File: config.mk
export PLATFORM = sky130hd
export DESIGN_NAME = ramio
export DESIGN_NICKNAME = d
export VERILOG_FILES = /design/src/rtl/ramio.sv
export SDC_FILE = /design/constraint.sdc
export NUM_CORES = 1
export LEC_CHECK = 0
export ABC_AREA = 1
export CORE_MARGIN = 5
export CORE_UTILIZATION = 35
export CTS_CLUSTER_DIAMETER = 60
export DETAILED_ROUTE_END_ITERATION = 10
export PLACE_DENSITY = 0.84
export SLEW_MARGIN = 20
export SYNTH_ARGS = -nofsm -noshare
export SYNTH_HDL_FRONTEND = slang
export SYNTH_SLANG_ARGS = --single-unit
File: constraint.sdc
create_clock -name clk -period 2.79 [get_ports clk]
set_input_delay 0.4185 -clock clk [delete_from_list [all_inputs] [get_ports clk]]
set_output_delay 0.4185 -clock clk [all_outputs]
set_load 0.005 [all_outputs]
File: src/rtl/ramio.sv
`default_nettype none
// ============================================================================
// Module   : ramio
// Purpose  : CPU load/store front end for the cache plus LED / UART I/O window.
// Revision : 1.0 - initial release
// ============================================================================
module ramio #(
    parameter int          RAM_ADDRESS_BIT_WIDTH = 21,
    parameter logic [31:0] ADDRESS_LED           = 32'hFFFF_FFFF,
    parameter logic [31:0] ADDRESS_UART_OUT      = 32'hFFFF_FFFE,
    parameter logic [31:0] ADDRESS_UART_IN       = 32'hFFFF_FFFD
) (
    input  logic        clk,
    input  logic        rst,

    input  logic        enable,
    input  logic [31:0] address,
    input  logic [1:0]  write_type,
    input  logic [2:0]  read_type,
    input  logic [31:0] data_in,
    output logic [31:0] data_out,
    output logic        data_out_ready,
    output logic        busy,
    output logic        error,

    output logic        cache_enable,
    output logic [31:0] cache_address,
    output logic [31:0] cache_data_in,
    output logic [3:0]  cache_write_enable,
    input  logic [31:0] cache_data_out,
    input  logic        cache_data_out_ready,
    input  logic        cache_busy,

    output logic [5:0]  led,

    output logic [7:0]  uart_tx_data,
    output logic        uart_tx_go,
    input  logic        uart_tx_bsy,

    input  logic [7:0]  uart_rx_data,
    input  logic        uart_rx_dr
);

    typedef enum logic [1:0] {
        ST_IDLE = 2'd0,
        ST_SEND = 2'd1,
        ST_WAIT = 2'd2
    } tx_state_t;

    localparam logic [1:0] c_wt_byte = 2'd1;
    localparam logic [1:0] c_wt_half = 2'd2;
    localparam logic [1:0] c_wt_word = 2'd3;
    localparam logic [2:0] c_rt_lb   = 3'd1;
    localparam logic [2:0] c_rt_lh   = 3'd2;
    localparam logic [2:0] c_rt_lw   = 3'd3;
    localparam logic [2:0] c_rt_lbu  = 3'd5;
    localparam logic [2:0] c_rt_lhu  = 3'd6;

    tx_state_t   r_tx_state;
    logic [7:0]  r_rx_data;
    logic        r_rx_full;

    logic        w_is_rd;
    logic        w_is_wr;
    logic        w_bad_type;
    logic        w_size_byte;
    logic        w_size_half;
    logic        w_size_word;
    logic        w_misaligned;
    logic        w_hit_led;
    logic        w_hit_out;
    logic        w_hit_in;
    logic        w_hit_io;
    logic        w_in_ram;
    logic        w_hit_ram;
    logic        w_active;
    logic        w_illegal;
    logic        w_ok;
    logic        w_ram_ok;
    logic        w_led_wr;
    logic        w_led_rd;
    logic        w_in_rd;
    logic        w_out_wr;
    logic        w_tx_accept;
    logic [15:0] w_lane;
    logic [31:0] w_load;

    // ------------------------------------------------------------------
    // Access decode
    // ------------------------------------------------------------------
    always_comb begin
        w_is_rd      = (read_type != 3'd0);
        w_is_wr      = (write_type != 2'd0);
        w_bad_type   = (read_type == 3'd4) || (read_type == 3'd7) || (w_is_rd && w_is_wr);
        w_size_byte  = (write_type == c_wt_byte) || (read_type == c_rt_lb) || (read_type == c_rt_lbu);
        w_size_half  = (write_type == c_wt_half) || (read_type == c_rt_lh) || (read_type == c_rt_lhu);
        w_size_word  = (write_type == c_wt_word) || (read_type == c_rt_lw);
        w_misaligned = (w_size_half && address[0]) || (w_size_word && (address[1:0] != 2'b00));

        w_hit_led    = (address == ADDRESS_LED);
        w_hit_out    = (address == ADDRESS_UART_OUT);
        w_hit_in     = (address == ADDRESS_UART_IN);
        w_hit_io     = w_hit_led || w_hit_out || w_hit_in;
        w_in_ram     = ((address >> (RAM_ADDRESS_BIT_WIDTH + 2)) == 32'd0);
        // I/O decode takes precedence should a window ever overlap RAM.
        w_hit_ram    = w_in_ram && !w_hit_io;

        w_active     = enable && (w_is_rd || w_is_wr);
        w_illegal    = w_active && (w_bad_type || w_misaligned
                                    || (!w_hit_ram && !w_hit_io)
                                    || (w_hit_io && !w_size_byte)
                                    || (w_hit_out && w_is_rd)
                                    || (w_hit_in && w_is_wr));
        w_ok         = w_active && !w_illegal;

        w_ram_ok     = w_ok && w_hit_ram;
        w_led_wr     = w_ok && w_hit_led && w_is_wr;
        w_led_rd     = w_ok && w_hit_led && w_is_rd;
        w_in_rd      = w_ok && w_hit_in;
        w_out_wr     = w_ok && w_hit_out;
        w_tx_accept  = w_out_wr && (r_tx_state == ST_IDLE);
    end

    // ------------------------------------------------------------------
    // Store lane steering
    // ------------------------------------------------------------------
    always_comb begin
        cache_enable       = w_ram_ok;
        cache_address      = {address[31:2], 2'b00};
        cache_data_in      = data_in;
        cache_write_enable = 4'b0000;
        if (w_ram_ok && w_is_wr) begin
            case (write_type)
                c_wt_byte: begin
                    cache_write_enable = 4'b0001 << address[1:0];
                    cache_data_in      = {4{data_in[7:0]}};
                end
                c_wt_half: begin
                    cache_write_enable = 4'b0011 << address[1:0];
                    cache_data_in      = {2{data_in[15:0]}};
                end
                default: begin
                    cache_write_enable = 4'b1111;
                    cache_data_in      = data_in;
                end
            endcase
        end
    end

    // ------------------------------------------------------------------
    // Load extraction and extension
    // ------------------------------------------------------------------
    always_comb begin
        case (address[1:0])
            2'd0:    w_lane = cache_data_out[15:0];
            2'd1:    w_lane = cache_data_out[23:8];
            2'd2:    w_lane = cache_data_out[31:16];
            default: w_lane = {8'h00, cache_data_out[31:24]};
        endcase

        case (read_type)
            c_rt_lb:  w_load = {{24{w_lane[7]}}, w_lane[7:0]};
            c_rt_lh:  w_load = {{16{w_lane[15]}}, w_lane};
            c_rt_lw:  w_load = cache_data_out;
            c_rt_lbu: w_load = {24'h000000, w_lane[7:0]};
            c_rt_lhu: w_load = {16'h0000, w_lane};
            default:  w_load = 32'h0000_0000;
        endcase
    end

    // ------------------------------------------------------------------
    // CPU-side response
    // ------------------------------------------------------------------
    always_comb begin
        data_out       = 32'h0000_0000;
        data_out_ready = 1'b0;
        busy           = 1'b0;
        if (w_ram_ok) begin
            busy = cache_busy;
            if (w_is_rd) begin
                data_out       = w_load;
                data_out_ready = cache_data_out_ready;
            end
        end else if (w_led_rd) begin
            data_out       = {26'h0000000, led};
            data_out_ready = 1'b1;
        end else if (w_in_rd) begin
            data_out       = {24'h000000, (r_rx_full ? r_rx_data : 8'h00)};
            data_out_ready = 1'b1;
        end else if (w_out_wr) begin
            // TX writes stall only while a previous byte is still in flight.
            busy = (r_tx_state != ST_IDLE);
        end
    end

    // ------------------------------------------------------------------
    // LED register and sticky error flag
    // ------------------------------------------------------------------
    always_ff @(posedge clk or posedge rst) begin
        if (rst) begin
            led   <= 6'h00;
            error <= 1'b0;
        end else begin
            if (w_led_wr) begin
                led <= data_in[5:0];
            end
            if (w_illegal) begin
                error <= 1'b1;
            end
        end
    end

    // ------------------------------------------------------------------
    // UART RX holding register; a new strobe wins over a read-clear.
    // ------------------------------------------------------------------
    always_ff @(posedge clk or posedge rst) begin
        if (rst) begin
            r_rx_data <= 8'h00;
            r_rx_full <= 1'b0;
        end else if (uart_rx_dr) begin
            r_rx_data <= uart_rx_data;
            r_rx_full <= 1'b1;
        end else if (w_in_rd) begin
            r_rx_full <= 1'b0;
        end
    end

    // ------------------------------------------------------------------
    // UART TX handshake FSM
    // ------------------------------------------------------------------
    always_ff @(posedge clk or posedge rst) begin
        if (rst) begin
            r_tx_state   <= ST_IDLE;
            uart_tx_data <= 8'h00;
            uart_tx_go   <= 1'b0;
        end else begin
            case (r_tx_state)
                ST_IDLE: begin
                    if (w_tx_accept) begin
                        uart_tx_data <= data_in[7:0];
                        uart_tx_go   <= 1'b1;
                        r_tx_state   <= ST_SEND;
                    end
                end
                ST_SEND: begin
                    if (uart_tx_bsy) begin
                        uart_tx_go <= 1'b0;
                        r_tx_state <= ST_WAIT;
                    end
                end
                ST_WAIT: begin
                    if (!uart_tx_bsy) begin
                        r_tx_state <= ST_IDLE;
                    end
                end
                default: begin
                    uart_tx_go <= 1'b0;
                    r_tx_state <= ST_IDLE;
                end
            endcase
        end
    end

endmodule
`default_nettype wire

# Yosys cells after proc, flatten, opt, wreduce, memory -nomap -nowiden
# Index checks and enable logic that the tools add are counted.
# W data, S select, Z words.
# op_classes
shifts	2
reduce_logical	50
n_div	0
n_eq_ne	20
n_bitwise	1
muxes	28
add_sub_neg	0
magnitude_cmp	0
multipliers	0
# op_table
cell	n
$pmux W32 S5	1
$eq A32 B32 Y1 const B	3
$mux W32	3
$pmux W32 S2	1
$pmux W16 S3	1
$logic_not A32 Y1	1
$mux W8	3
$logic_and A1 B1 Y1	19
$logic_or A1 B1 Y1	16
$eq A3 B3 Y1 const B	4
$mux W1	12
$eq A2 B2 Y1 const B	4
$pmux W4 S2	1
$reduce_bool A2 Y1	4
$eq A2 B1 Y1 const B	3
$eq A3 B2 Y1 const B	2
$mux W2	3
$ne A2 B2 Y1 const B	3
$pmux W2 S3	1
$reduce_and A3 Y1	2
$logic_not A1 Y1	4
$logic_not A2 Y1	2
$mux W4	1
$shl A1 B2 Y4 const A	1
other kinds (6)	6
# totals
ram_bits	0
mem_count	0
output_inout_bits	119
latchBits	0
in_bits	116
ff_bits	27
mem_bits_ro	0

# Logic depth before layout (Yosys ltp)
# logic_depth
depth_word	19
mapped_depth	16

# Worst setup path before layout
# Ideal clock, no wire load.
# synth_path
kind	input -> output
startpoint	input port write_type[0]
endpoint	output port cache_data_in[13]
path_buffers	2
stages	15
arrival_time_ns	2.181
t_required_ns	2.372
slack_ns	0.190
cell_sequence	inv_1 ha_1 clkbuf_1 inv_2 a21oi_1 nor3_1 nand2_1 nor2_2 nand3_4 nor2_8 nand3_4 inv_2 buf_6 nand2_1 o21ai_1
# synth_between
elab_chain_cells	16
elab_cells_between_ends	31
cone_classes	3 x eq/ne; 2 x mux; 26 x reduce/logical
# synth_lines
item	line	text
start, declared	18	input logic [1:0] write_type,
$eq A2 B2 Y1	96	w_size_half = (write_type == c_wt_half) || (read_type == c_rt_lh) || (read_type == c_rt_lhu);
$logic_or A1 B1 Y1 (2 in a row)	96	
$logic_and A1 B1 Y1	98	w_misaligned = (w_size_half && address[0]) || (w_size_word && (address[1:0] != 2'b00));
$logic_or A1 B1 Y1	98	
$logic_or A1 B1 Y1	109	w_illegal = w_active && (w_bad_type || w_misaligned
$logic_or A1 B1 Y1	110	|| (!w_hit_ram && !w_hit_io)
$logic_or A1 B1 Y1	111	|| (w_hit_io && !w_size_byte)
$logic_or A1 B1 Y1	112	|| (w_hit_out && w_is_rd)
$logic_or A1 B1 Y1	113	|| (w_hit_in && w_is_wr));
$logic_and A1 B1 Y1	109	
$logic_not A1 Y1	114	w_ok = w_active && !w_illegal;
$logic_and A1 B1 Y1 *	114	
$logic_and A1 B1 Y1 *	116	w_ram_ok = w_ok && w_hit_ram;
net cache_enable	26	output logic cache_enable,
$logic_and A1 B1 Y1 *	132	if (w_ram_ok && w_is_wr) begin
$mux W32 *	132	
end, declared	28	output logic [31:0] cache_data_in,
# The timed path passes the listed nets; every way through them passes the cells marked *.

# Final worst setup path
# layout_path
startpoint	input port address[0]
endpoint	output port cache_data_in[25]
# layout_between
elab_chain_cells	17
elab_cells_between_ends	27
cone_classes	3 x eq/ne; 1 x mux; 23 x reduce/logical
# layout_lines
item	line	text
start, declared	17	input logic [31:0] address,
$eq A32 B32 Y1, on equally long branches	100, 101	
$logic_or A1 B1 Y1 (2 in a row)	103	w_hit_io = w_hit_led || w_hit_out || w_hit_in;
$logic_not A1 Y1	106, 110	
$logic_and A1 B1 Y1	106	w_hit_ram = w_in_ram && !w_hit_io;
$logic_not A1 Y1	110	
$logic_and A1 B1 Y1	110	
$logic_or A1 B1 Y1	110	
$logic_or A1 B1 Y1	111	
$logic_or A1 B1 Y1	112	
$logic_or A1 B1 Y1	113	
$logic_and A1 B1 Y1	109	
$logic_not A1 Y1	114	
$logic_and A1 B1 Y1	114	
$logic_and A1 B1 Y1 *	116	
$logic_and A1 B1 Y1 *	132	
$mux W32 *	132	
# Mark *: on every way between the ends. The rest lies on a longest branch, timed or not.

==> results by group <==
Timing
  • Period utilization: 101%
  • Max Fclk: 356 MHz
  • Endpoints failing hold: 0
  • Setup violators final: 3
  • RSZ-0062 raised after global routing: yes
  • Max-slew violation count: 0
  • Tmin final: 2.81 ns
  • Worst Setup Slack, final: -0.0174 ns
  • Final hold slack: 0.465 ns
  • Clock Skew: 0.00907 ns

Synth
  • Top_reg_cell synth: dfrtp_1
  • Yosys top cell area share: 22.1%
  • Cell count after synthesis: 532
  • EDFF count, synth: 0
  • Yosys reg bits: 27
  • Synth unique cells: 30
  • Most frequent cells after synthesis: 185 x nand2_1, 53 x inv_1, 41 x buf_4
  • Asr flop ratio synth: 100%
  • Area leader, netlist: nand2_1
  • Register area share after synthesis: 21.5%
  • Cell with the most instances after synthesis: nand2_1
  • Top post-synthesis cells by area: nand2_1 22%, dfrtp_1 22%, buf_4 9.8%, inv_1 6.3%, o21ai_1 5.1%
  • Mapped Area: 3140 µm²
  • Syn avg cell area: 5.89 µm²
  • Number of synthesis warnings: 0

Critical path
  • R2r startpoint: r_tx_state[1]$_DFFE_PP0P_
  • Crit-path max FO: 5
  • Worst Path Required: 2.37 ns
  • Crit path launch type: input port
  • WP data arrival: 2.39 ns
  • Reg2reg path depth: 5
  • Crit. Startpoint: address[0]
  • CP Capture Type: output port
  • Crit Path Category: input port to output port

Drt
  • Avg Vias per Cell: 5.04
  • Post-Route WL: 15500 µm
  • # DRC: 0
  • Via count: 4633
  • Number of nets with antenna violations after routing: 0
  • DR iter-0 viols: 187
  • Mean routed wirelength per cell: 16.9 µm
  • First-pass iteration count of the detailed router: 5

GRT
  • Remaining Overflow, GRT: 0
  • Initial antenna violation count: 0
  • Global-route wire length before repair: 23500 µm
  • Largest net degree at the start of global routing: 28
  • Vias in the first global route: 4689
  • Gr usage total: 25.4%

Run status
  • Status: finished, violations left
  • Failing checks: negative setup slack

Floorplanning
  • Ports: 235
  • Core area: 8720 µm²
  • Die area: 11000 µm²
  • Row count: 34
  • Die Ht: 105 µm
  • Starting density of the core: 36.0%
  • Die W: 105 µm

Clock tree
  • Worst-path clk slew: 0.10 ns
  • CTS tree: yes
  • CTS Buf Count: 3
  • CTS max path bufs: 2
  • CTS H-tree lvls: 1
  • Hold-fix buffers, CTS: 0
  • Clk root buf: clkbuf_8
  • CTS sink count: 27
  • Clk_lat worst skew: 0.28 ns

Pwr
  • Total power: 1.19 mW
  • Sw frac: 31.8%
  • Logic pwr share: 46.5%
  • P per Cell Area: 193 nW/µm²
  • Internal power: 0.815 mW
  • Reg power frac: 34.3%
  • Leak: 3.07 nW
  • Clock Power Share: 19.2%
  • Maximum VDD drop: 0.252 mV
  • Sw Pwr: 0.380 mW

Cells and area
  • Post-layout util: 70.9%
  • Area Growth Syn to Fin: 97.1%
  • Fin nets: 932
  • Share of layout cells above drive strength 1: 32.3%
  • Antenna diodes: 0

Placement
  • GPL Wtd Cong: 0.970
  • Dpl hpwl: 11700 µm
  • IO Port Bufs: 232

Hold path
  • Hold depth: 1
  • Tightest Hold Check Type: flop to flop
  • Worst hold path startpoint: error$_DFFE_PP0P_

Job
  • Max-cap violations: 0
[final timing paths]
kind / slack, ns / to
max: -0.02 / cache_data_in[25]
max reg2reg: 1.71 / uart_tx_data[3]$_DFFE_PP0P_
min in group asynchronous: 0.48 / r_rx_data[6]$_DFFE_PP0P_
min: 0.46 / error$_DFFE_PP0P_
max in group asynchronous: 2.06 / r_rx_data[5]$_DFFE_PP0P_
min reg2reg: 0.46 / error$_DFFE_PP0P_
[metal layers]
metal  track usage (%)  vias to the layer above  share of wire (%)
met5                 0                        -                  0
met4              6.03                        0                2.5
met3              4.75                       25                7.5
met2              47.2                      222                 52
met1              30.1                     2146                 38
li1                  -                     2240                  -
[worst max-delay path, stage by stage]
cell and delay (ns):
clkbuf_4 0.16, nand2_2 0.07, nor2_1 0.14, nand2_1 0.10, nor2_2 0.12, nand2_2 0.07
nand3_2 0.07, nand2_2 0.07, nand2_2 0.11, nand3_4 0.14, nor2_8 0.17, nand3_4 0.11
buf_12 0.15, buf_8 0.13, buf_6 0.12, nand2_2 0.05, nand2_2 0.06, buf_2 0.13
[through the flow]
stage                     instance area [µm²]  setup TNS, ns  worst slack [ns]  cells
after floorplan                          3140              0             0.190    533
after detailed placement                 5720         -44.86            -0.839    881
after CTS                                6010       -0.00547          -0.00547    913
after global routing                     6180          -2.42            -0.111    919
final                                    6180        -0.0298           -0.0174    919
after global placement                   5720         -36.07            -0.663    881
[cells by family after synthesis]
kind of cell / share of synthesized area, %
AND/OR/NAND/NOR: 33.5
buffers and inverters: 19.9
AO/OA/AOI/OAI: 20.5
flip-flops: 21.5
multiplexers: 2.87
adder cells (fa/ha/maj): 1.60
other: 0.120
[placed cells by master (no fill, tap or decap), drive strengths merged, types with 2 or more instances in the layout]
cell type	n
conb	2
nor3	3
dfrtp	27
clkdlybuf4s15	7
nor2	31
clkdlybuf4s50	133
clkbuf	11
mux2	8
ha	4
o22ai	12
nand3	31
a31oi	9
nand2	187
buf	154
o21ai	64
inv	62
a21oi	28
o211ai	3
dlygate4sd2	30
[power by group through the flow]
stage	Combinational, mW	Sequential, mW	Clock (mW)
2_1_floorplan	0.200	0.414	0
6_report	0.556	0.409	0.229
3_3_place_gp	0.529	0.416	0
3_5_place_dp	0.536	0.417	0
4_1_cts	0.521	0.409	0.235
5_1_grt	0.595	0.411	0.253
[sequential cells by signal (all words and copies together) (netlist names)]
register      count
uart_tx_data      8
r_tx_state        2
error             1
uart_tx_go        1
r_rx_data         8
r_rx_full         1
led               6
[layout make-up]
cell class / instances / area (µm²)
Timing Repair Buffer: 332 / 2930
Fill cell: 724 / 2540
Multi-Input combinational cell: 386 / 2130
Sequential cell: 27 / 676
Inverter: 61 / 244
Tap cell: 108 / 135
Clock buffer: 3 / 41.3
Clock inverter: 1 / 8.76
Timing Repair inverter: 1 / 8.76
[repair_timing]
action,CTS,global route
setup buffers,26,6
cloned,2,0
pin swaps,47,37
resized for setup,344,78
endpoints found under the setup margin,63,63
Note: power is estimated with default switching activity, not from simulation.
